`config.mk`:
```
export PLATFORM = sky130hd
export DESIGN_NAME = conv_win_cntrl
export DESIGN_NICKNAME = d
export VERILOG_FILES = /design/src/rtl/conv_pkg.sv /design/src/rtl/conv_win_mask.sv /design/src/rtl/conv_win_cntrl.sv
export SDC_FILE = /design/constraint.sdc
export NUM_CORES = 1
export LEC_CHECK = 0
export ABC_AREA = 0
export CORE_AREA = 2 2 102 123
export CTS_CLUSTER_DIAMETER = 80
export DETAILED_ROUTE_END_ITERATION = 10
export DIE_AREA = 0 0 104 125
export GPL_ROUTABILITY_DRIVEN = 0
export PLACE_DENSITY = 0.71
export REMOVE_ABC_BUFFERS = 1
export SETUP_SLACK_MARGIN = 0.1
export SYNTH_ARGS = -nofsm -noshare
export SYNTH_HDL_FRONTEND = slang
export SYNTH_SLANG_ARGS = --single-unit
```
`constraint.sdc`:
```
create_clock -name clk -period 3.8 [get_ports clk]
set_input_delay 0.76 -clock clk [delete_from_list [all_inputs] [get_ports clk]]
set_output_delay 0.76 -clock clk [all_outputs]
set_load 0.02 [all_outputs]
```
`src/rtl/conv_pkg.sv`:
```
// Shared types and width derivations for the convolution window controller.
package conv_pkg;

  typedef enum logic [1:0] {
    ST_IDLE = 2'd0,
    ST_IN   = 2'd1,
    ST_SYN  = 2'd2
  } win_state_e;

  typedef enum logic {
    BORDER_ZERO = 1'b0,
    BORDER_REPL = 1'b1
  } border_e;

  function automatic int calc_r(input int k);
    return (k - 1) / 2;
  endfunction

  function automatic int calc_cw(input int w_max);
    return $clog2(w_max);
  endfunction

  function automatic int calc_rw(input int h_max, input int k);
    return $clog2(h_max + k);
  endfunction

endpackage

```
`src/rtl/conv_win_mask.sv`:
```
// Row-valid mask for the kernel column: bit j covers image row ra-j, which is
// valid only when it lies inside 0..H-1.
module conv_win_mask #(
  parameter int K  = 5,
  parameter int RW = 11
) (
  input  logic [RW-1:0] ra,
  input  logic [RW-1:0] h,
  output logic [K-1:0]  vld
);

  genvar gi;
  generate
    for (gi = 0; gi < K; gi++) begin : g_row
      localparam logic [RW-1:0] ROW_OFS = RW'(gi);
      assign vld[gi] = (ra >= ROW_OFS) && ((ra - ROW_OFS) < h);
    end
  endgenerate

endmodule

```
`src/rtl/conv_win_cntrl.sv`:
```
// Window controller: sequences the K-1 line-buffer cascade and kernel column
// pushes from the pixel stream, appending R synthetic flush rows per frame.
module conv_win_cntrl
  import conv_pkg::*;
#(
  parameter int K       = 5,
  parameter int PIXEL_W = 8,
  parameter int W_MAX   = 1024,
  parameter int H_MAX   = 1024,
  localparam int R      = calc_r(K),
  localparam int CW     = calc_cw(W_MAX),
  localparam int RW     = calc_rw(H_MAX, K)
) (
  input  logic               clk,
  input  logic               arst_n,
  input  logic [CW:0]        cfg_w_i,
  input  logic [RW-1:0]      cfg_h_i,
  input  logic               cfg_border_i,
  input  logic               s_tvalid_i,
  output logic               s_tready_o,
  input  logic [PIXEL_W-1:0] s_tdata_i,
  input  logic               s_tuser_i,
  input  logic               s_tlast_i,
  input  logic               m_tready_i,
  output logic [K-2:0]       lb_push_o,
  output logic [K-2:0]       lb_pop_o,
  output logic               lb_eol_o,
  output logic [PIXEL_W-1:0] lb0_dat_o,
  output logic               kernel_colD_push_o,
  output logic [K-1:0]       kernel_colD_vld_o,
  output logic [RW-1:0]      kernel_pos_row_o,
  output logic [CW-1:0]      kernel_pos_col_o,
  output logic               kernel_border_o,
  output logic               frame_done_o,
  output logic               err_o
);

  win_state_e    state_reg;
  logic [CW-1:0] col_reg;
  logic [RW-1:0] ra_reg;
  logic [CW:0]   w_reg;
  logic [RW-1:0] h_reg;
  border_e       border_reg;
  logic          frame_done_reg;
  logic          err_reg;

  logic          idle_st;
  logic          in_st;
  logic          syn_st;
  logic          sof_acc;
  logic          in_acc;
  logic          adv;
  logic [CW:0]   w_eff;
  logic [RW-1:0] h_eff;
  logic          col_last;
  logic [RW-1:0] ra_inc;
  logic [RW-1:0] h_plus_r;

  assign idle_st = (state_reg == ST_IDLE);
  assign in_st   = (state_reg == ST_IN);
  assign syn_st  = (state_reg == ST_SYN);

  // The SOF pixel is accepted unconditionally in IDLE, so its advance cannot
  // wait on the kernel; at ra=0 it only writes the first line buffer anyway.
  assign sof_acc = idle_st & s_tvalid_i & s_tuser_i;
  assign in_acc  = in_st & s_tvalid_i & m_tready_i;
  assign adv     = sof_acc | in_acc | (syn_st & m_tready_i);

  // Geometry is not latched until the SOF edge, so the SOF cycle uses live cfg.
  assign w_eff    = idle_st ? cfg_w_i : w_reg;
  assign h_eff    = idle_st ? cfg_h_i : h_reg;
  assign col_last = ({1'b0, col_reg} == (w_eff - (CW+1)'(1)));
  assign ra_inc   = ra_reg + RW'(1);
  assign h_plus_r = h_reg + RW'(R);

  always_ff @(posedge clk or negedge arst_n) begin
    if (!arst_n) begin
      state_reg      <= ST_IDLE;
      col_reg        <= '0;
      ra_reg         <= '0;
      w_reg          <= '0;
      h_reg          <= '0;
      border_reg     <= BORDER_ZERO;
      frame_done_reg <= 1'b0;
      err_reg        <= 1'b0;
    end else begin
      frame_done_reg <= 1'b0;

      if (sof_acc) begin
        w_reg      <= cfg_w_i;
        h_reg      <= cfg_h_i;
        border_reg <= border_e'(cfg_border_i);
        err_reg    <= (s_tlast_i != col_last);
      end else if (in_acc && (s_tuser_i || (s_tlast_i != col_last))) begin
        err_reg <= 1'b1;
      end

      if (adv) begin
        if (col_last) begin
          col_reg <= '0;
          ra_reg  <= ra_inc;
          case (state_reg)
            ST_IDLE, ST_IN: begin
              state_reg <= (ra_inc == h_eff) ? ST_SYN : ST_IN;
            end
            ST_SYN: begin
              if (ra_inc == h_plus_r) begin
                state_reg      <= ST_IDLE;
                ra_reg         <= '0;
                frame_done_reg <= 1'b1;
              end
            end
            default: begin
              state_reg <= ST_IDLE;
              ra_reg    <= '0;
            end
          endcase
        end else begin
          col_reg <= col_reg + CW'(1);
          if (idle_st) begin
            state_reg <= ST_IN;
          end
        end
      end
    end
  end

  assign s_tready_o = idle_st | (in_st & m_tready_i);

  // Each advance shifts one column down the cascade: LBi pops once i rows are
  // buffered, and that popped pixel becomes the push into LB(i+1).
  assign lb_push_o[0] = adv;

  genvar gi;
  generate
    for (gi = 1; gi <= K-1; gi++) begin : g_pop
      assign lb_pop_o[gi-1] = adv & (ra_reg >= RW'(gi));
    end
    for (gi = 1; gi <= K-2; gi++) begin : g_push
      assign lb_push_o[gi] = lb_pop_o[gi-1];
    end
  endgenerate

  assign lb_eol_o  = adv & col_last;
  assign lb0_dat_o = syn_st ? '0 : s_tdata_i;

  assign kernel_colD_push_o = adv & (ra_reg >= RW'(R));
  assign kernel_pos_row_o   = ra_reg - RW'(R);
  assign kernel_pos_col_o   = col_reg;
  assign kernel_border_o    = border_reg;

  conv_win_mask #(
    .K  (K),
    .RW (RW)
  ) u_mask (
    .ra  (ra_reg),
    .h   (h_eff),
    .vld (kernel_colD_vld_o)
  );

  assign frame_done_o = frame_done_reg;
  assign err_o        = err_reg;

endmodule

```
; ---- Word-level counts from Yosys, hierarchy flattened
; Index checks and enable logic that the tools add are counted.
[word_totals]
regBits = 48
inputBits = 37
wordCells = 77
[classes]
add_sub_neg = 8
magnitude_cmp = 10
n_eq_ne = 7
mux = 17
n_bitwise = 14
reduce_logical = 13
[ops]
columns = operator, n
row1 = less-than comparator 11 bit, 5
row2 = 2-to-1 mux 11 bit, 3
row3 = equality test 11 bit, 2
row4 = "greater-or-equal comparator 11 x 1 -> 1 bit, second input constant", 2
row5 = "greater-or-equal comparator 11 x 2 -> 1 bit, second input constant", 2
row6 = case mux 11 bit (2 select lines), 1
row7 = "subtractor 11 x 1 -> 11 bit, second input constant", 2
row8 = "subtractor 11 x 2 -> 11 bit, second input constant", 2
row9 = "adder 11 x 1 -> 11 bit, second input constant", 1
row10 = "adder 11 x 2 -> 11 bit, second input constant", 1
row11 = AND 1 bit, 11
row12 = equality test 10 x 11 -> 1 bit, 1
row13 = "greater-or-equal comparator 11 x 3 -> 1 bit, second input constant", 1
row14 = "subtractor 11 x 3 -> 11 bit, second input constant", 1
row15 = "adder 10 x 1 -> 10 bit, second input constant", 1
row16 = 2-to-1 mux 10 bit, 1
row17 = 2-to-1 mux 2 bit, 4
row18 = 2-to-1 mux 8 bit, 1
row19 = logical AND 1 bit, 6
row20 = 2-to-1 mux 1 bit, 6
row21 = case mux 2 bit (2 select lines), 1
row22 = nonzero test 2 bit, 2
row23 = "inequality test 3 x 2 -> 1 bit, second input constant", 1
row24 = OR 1 bit, 3
row25 = other kinds (8), 8

; ---- Logic depth before layout (Yosys ltp)
; Gate-level depths: netlist of the first run.
[depth]
ltp_word = 9
mapped_depth = 15

; ---- Modules after synthesis
; From an unflattened synthesis of the first run, not the netlist that was laid out.
[unflattened]
hier_cells = 655
area_unflattened_um2 = 5813.1
[modules_own_cells]
columns = module, n_inst, cells_each, area_per_inst_um2
row1 = conv_win_cntrl, 1, 418, 3983.8
row2 = conv_win_mask, 1, 237, 1829.3

; ---- Worst setup path before layout of the first run
; Ideal clock, no wire load.
[synth_timing]
path_type = register to output
start = register state_reg[0]
end = output port kernel_colD_vld_o[3]
arrival_time_ps = 3381
path_slack_ps = -341
stages_incl_launch_ff = 15
n_path_buf = 3
cell_sequence = dfrtp_1 buf_6 nor2_2 buf_2 buf_2 mux2i_1 ha_1 nor2b_1 o21a_1 o21a_1 o21a_1 o21a_1 o21ai_0 a21oi_1 o21ai_0
[synth_via]
elab_chain_len = 4
[synth_rtl]
columns = item, line_no
row1 = from (decl), conv_win_cntrl.sv:38  ; win_state_e state_reg;
row2 = from (signal assigned), conv_win_cntrl.sv:104  ; state_reg <= (ra_inc == h_eff) ? ST_SYN : ST_IN;
row3 = zero test 2 bit, conv_win_cntrl.sv:59  ; assign idle_st = (state_reg == ST_IDLE);
row4 = 2-to-1 mux 11 bit, conv_win_cntrl.sv:71  ; assign h_eff = idle_st ? cfg_h_i : h_reg;
row5 = less-than comparator 11 bit, conv_win_mask.sv:16  ; assign vld[gi] = (ra >= ROW_OFS) && ((ra - ROW_OFS) < h);
row6 = logical AND 1 bit, conv_win_mask.sv:16
row7 = to (decl), conv_win_cntrl.sv:30  ; output logic [K-1:0] kernel_colD_vld_o,
; No other way between the ends.

; ---- Final worst setup path of the first run
[layout_timing]
start = input port cfg_w_i[4]
end = output port lb_eol_o
[layout_via]
elab_chain_len = 4
[layout_rtl]
columns = item, line_no
row1 = from (decl), conv_win_cntrl.sv:16  ; input logic [CW:0] cfg_w_i,
row2 = 2-to-1 mux 11 bit, conv_win_cntrl.sv:70  ; assign w_eff = idle_st ? cfg_w_i : w_reg;
row3 = subtractor 11 x 1 -> 11 bit, conv_win_cntrl.sv:72  ; assign col_last = ({1'b0, col_reg} == (w_eff - (CW+1)'(1)));
row4 = equality test 10 x 11 -> 1 bit, conv_win_cntrl.sv:72
row5 = AND 1 bit, conv_win_cntrl.sv:144  ; assign lb_eol_o = adv & col_last;
row6 = to (decl), conv_win_cntrl.sv:27  ; output logic lb_eol_o,
; No other way between the ends.

==> metrics.yaml, run 1 <==
root_buffer: "clkbuf_16"
yosysSeqAreaShare: 0.2306
die_w_um: 104
ff2ff_setup_slack_ns: 0.57
clk_pin_slew_ns: 0.07
rr_worst_depth: 16
grt_overflow: 0
nNetsFinal: 837
synth_cell_type_count: 67
grt_pass1_wl_um: 25770
maxSlewViolCount: 0
grt_use_total: 0.2434
avgSynthCellArea_um2: 9.090
antenna_left: 0
fp.dieH_um: 125
io_buffers: 84
syn-instance-count: 573
syn_area_um2: 5209
grt_max_degree: 36
cts_buffer_depth: 2
htreeDepth: 2
synth_top_area_share: 0.2306
setup_viol: 0
hpwl_um: 12220
synth_edf_count: 0
fill_cells: 1018
crit_required_ns: 3.04
tritoncts: "yes"
yosysWarnings: 0
r2r-end: "ra_reg[8]"
fmaxAchievable_mhz: 270.3
ys.flop_type: "dfrtp_1"
vias: 5024
start_util: 0.4380
hold_path_depth: 1
grt_pass1_vias: 5303
pwr_density_cell_nw_per_um2: 185.1
initialDrtViolationCount: 148
fin_worst_skew_ns: 0.003961
critical_path.max_fanout: 4
synth_area_leaders: "dfrtp_1, ha_1, xnor2_1"
ys_top_cells_by_count: "ha_1, xnor2_1, dfrtp_1, nor2_1"
ys_seq_elements: 48
cellLeakagePower_nw: 3.082
worstSkewPairLatency_ns: 0.29
cp-end-kind: "output port"
firstDrtPassIters: 7
hold_viol_final: 0
place_ws_ns: -0.7736
ir_drop_mv: 0.1755
fin_crit_sh: 0.9735
ioPinCount: 85
worst_pin_slew_ns: 0.8401
worstSetupStartpointType: "input port"
antenna_cells: 0
wl_um: 16050
worst_hold_startpoint: "kernel_border_o"
worstHoldEndpoint: "kernel_border_o"
cts.sinks: 48
drive_gt1_frac: 0.2758
setup_ws_ns: 0.1009
yosysMostFrequentCell: "ha_1"
period_needed_ns: 3.699
numCtsBuffers: 5
rows: 44
path_class: "input port to output port"
rsz0062_at_grt: "yes"
core_um2: 11890
utilization: 0.6180
wl_per_cell_um: 17.90
fp.dieArea_um2: 13000
slew_headroom: 0.4399
drcViolationCount: 0
yosysTopAreaCell: "dfrtp_1"
async_flop_share: 1.000
status: "complete, no violations"
r2r_start: "state_reg[1]"
drv_cap: 0
ctsHoldBuffers: 0
hold_class: "flip-flop to flip-flop"
vias_per_cell: 5.601
arrival_ns: 2.94
antenna_found_initial: 0
areaGrowthSynthToFinish_pct: 41.08
## critical path, cell delays in order
cell and delay [ns]:
dlygate4sd2_1 0.27, or4_4 0.51, o31ai_4 0.11, buf_4 0.19, nand4_1 0.15, xnor2_1 0.22
o2111ai_2 0.16, a211oi_4 0.30, nand2_4 0.09, clkinv_4 0.07, buf_6 0.11
## logic make-up (layout without fill, tap and decap cells)
logic type	Yosys count	after routing	synth area share
compound gates	107	107	0.1424
xor+xnor	82	82	0.1460
fa+ha+maj	65	65	0.1561
buf+inv	54	217	0.04900
flops	48	48	0.2306
mux	46	46	0.09512
simple gates	171	171	0.1806
## per-layer routing
metal  vias up  part of all wire  global-route usage
li1       2381                 -                   -
met1      2433              0.40              0.2805
met2       157              0.52              0.4447
met3        53             0.040             0.02398
met4         0             0.042              0.1256
met5         -                 0                   0
## final cells by class
type,count,area (um^2),share of cell area
inverters,24,97.59,0.01328
repair buffers,185,1609,0.2190
multi-input cells,471,4093,0.5570
well taps,161,201.4,0.02741
clock buffers,8,146.4,0.01992
flip-flops and latches,48,1201,0.1635
## cells in the final DEF (no fill, tap or decap), types with 11 or more instances in the layout
cell and count:
nor2_1 31, xnor2_1 61, ha_1 58, nand2_1 27
buf_4 96, inv_1 21, a21oi_1 12, o21ai_0 15
mux2_2 26, clkdlybuf4s50_1 66, dfrtp_1 48, nand3_1 19
dlygate4sd2_1 11, nand4_1 12, xor2_1 17, o21a_1 16
## how the worst max path moves through the flow
stage	from	end	slack [ns]	cells past startpoint
6_report	cfg_w_i[4]	lb_eol_o	0.10	11
5_1_grt	state_reg[1]	lb_eol_o	-0.02	14
4_1_cts	ra_reg[3]	kernel_colD_vld_o[3]	0.04	10
3_5_place_dp	cfg_h_i[1]	kernel_colD_vld_o[3]	-0.77	12
3_3_place_gp	cfg_h_i[1]	kernel_colD_vld_o[3]	-0.75	12
2_1_floorplan	state_reg[0]	lb_eol_o	-0.69	10
## report_power, final
group / internal [W] / switching (W)
Clock: 0.000263 / 0.000197
Sequential: 0.000540 / 0.0000532
Combinational: 0.000160 / 0.000148
Total: 0.000962 / 0.000398
## what timing repair did
item	CTS	global route
gates resized for setup	86	39
setup endpoints to repair	6	6
setup buffers	6	5
pin swaps	20	20
## through the flow
stage | instances | TNS, ns | area (um^2) | power [W] | hold WS, ns
final | 897 | 0 | 7348 | 0.001360 | 0.5075
after global routing | 897 | -0.01953 | 7348 | 0.001410 | 0.5265
after CTS | 892 | 0 | 7142 | 0.001358 | 0.5136
after detailed placement | 878 | -4.009 | 6761 | 0.0008961 | 0.4989
after global placement | 878 | -3.836 | 6761 | 0.0008843 | 0.4897
after floorplan | 543 | -6.513 | 5049 | 0.0007248 | 0.4644
Note: power is estimated with default switching activity, not from simulation.
==> run 2: changes to the inputs <==
Settings changed: HOLD_SLACK_MARGIN from default to 0.05.
==> results of run 2 <==
No change in the layout: final DEF, timing and power equal those of run 1.
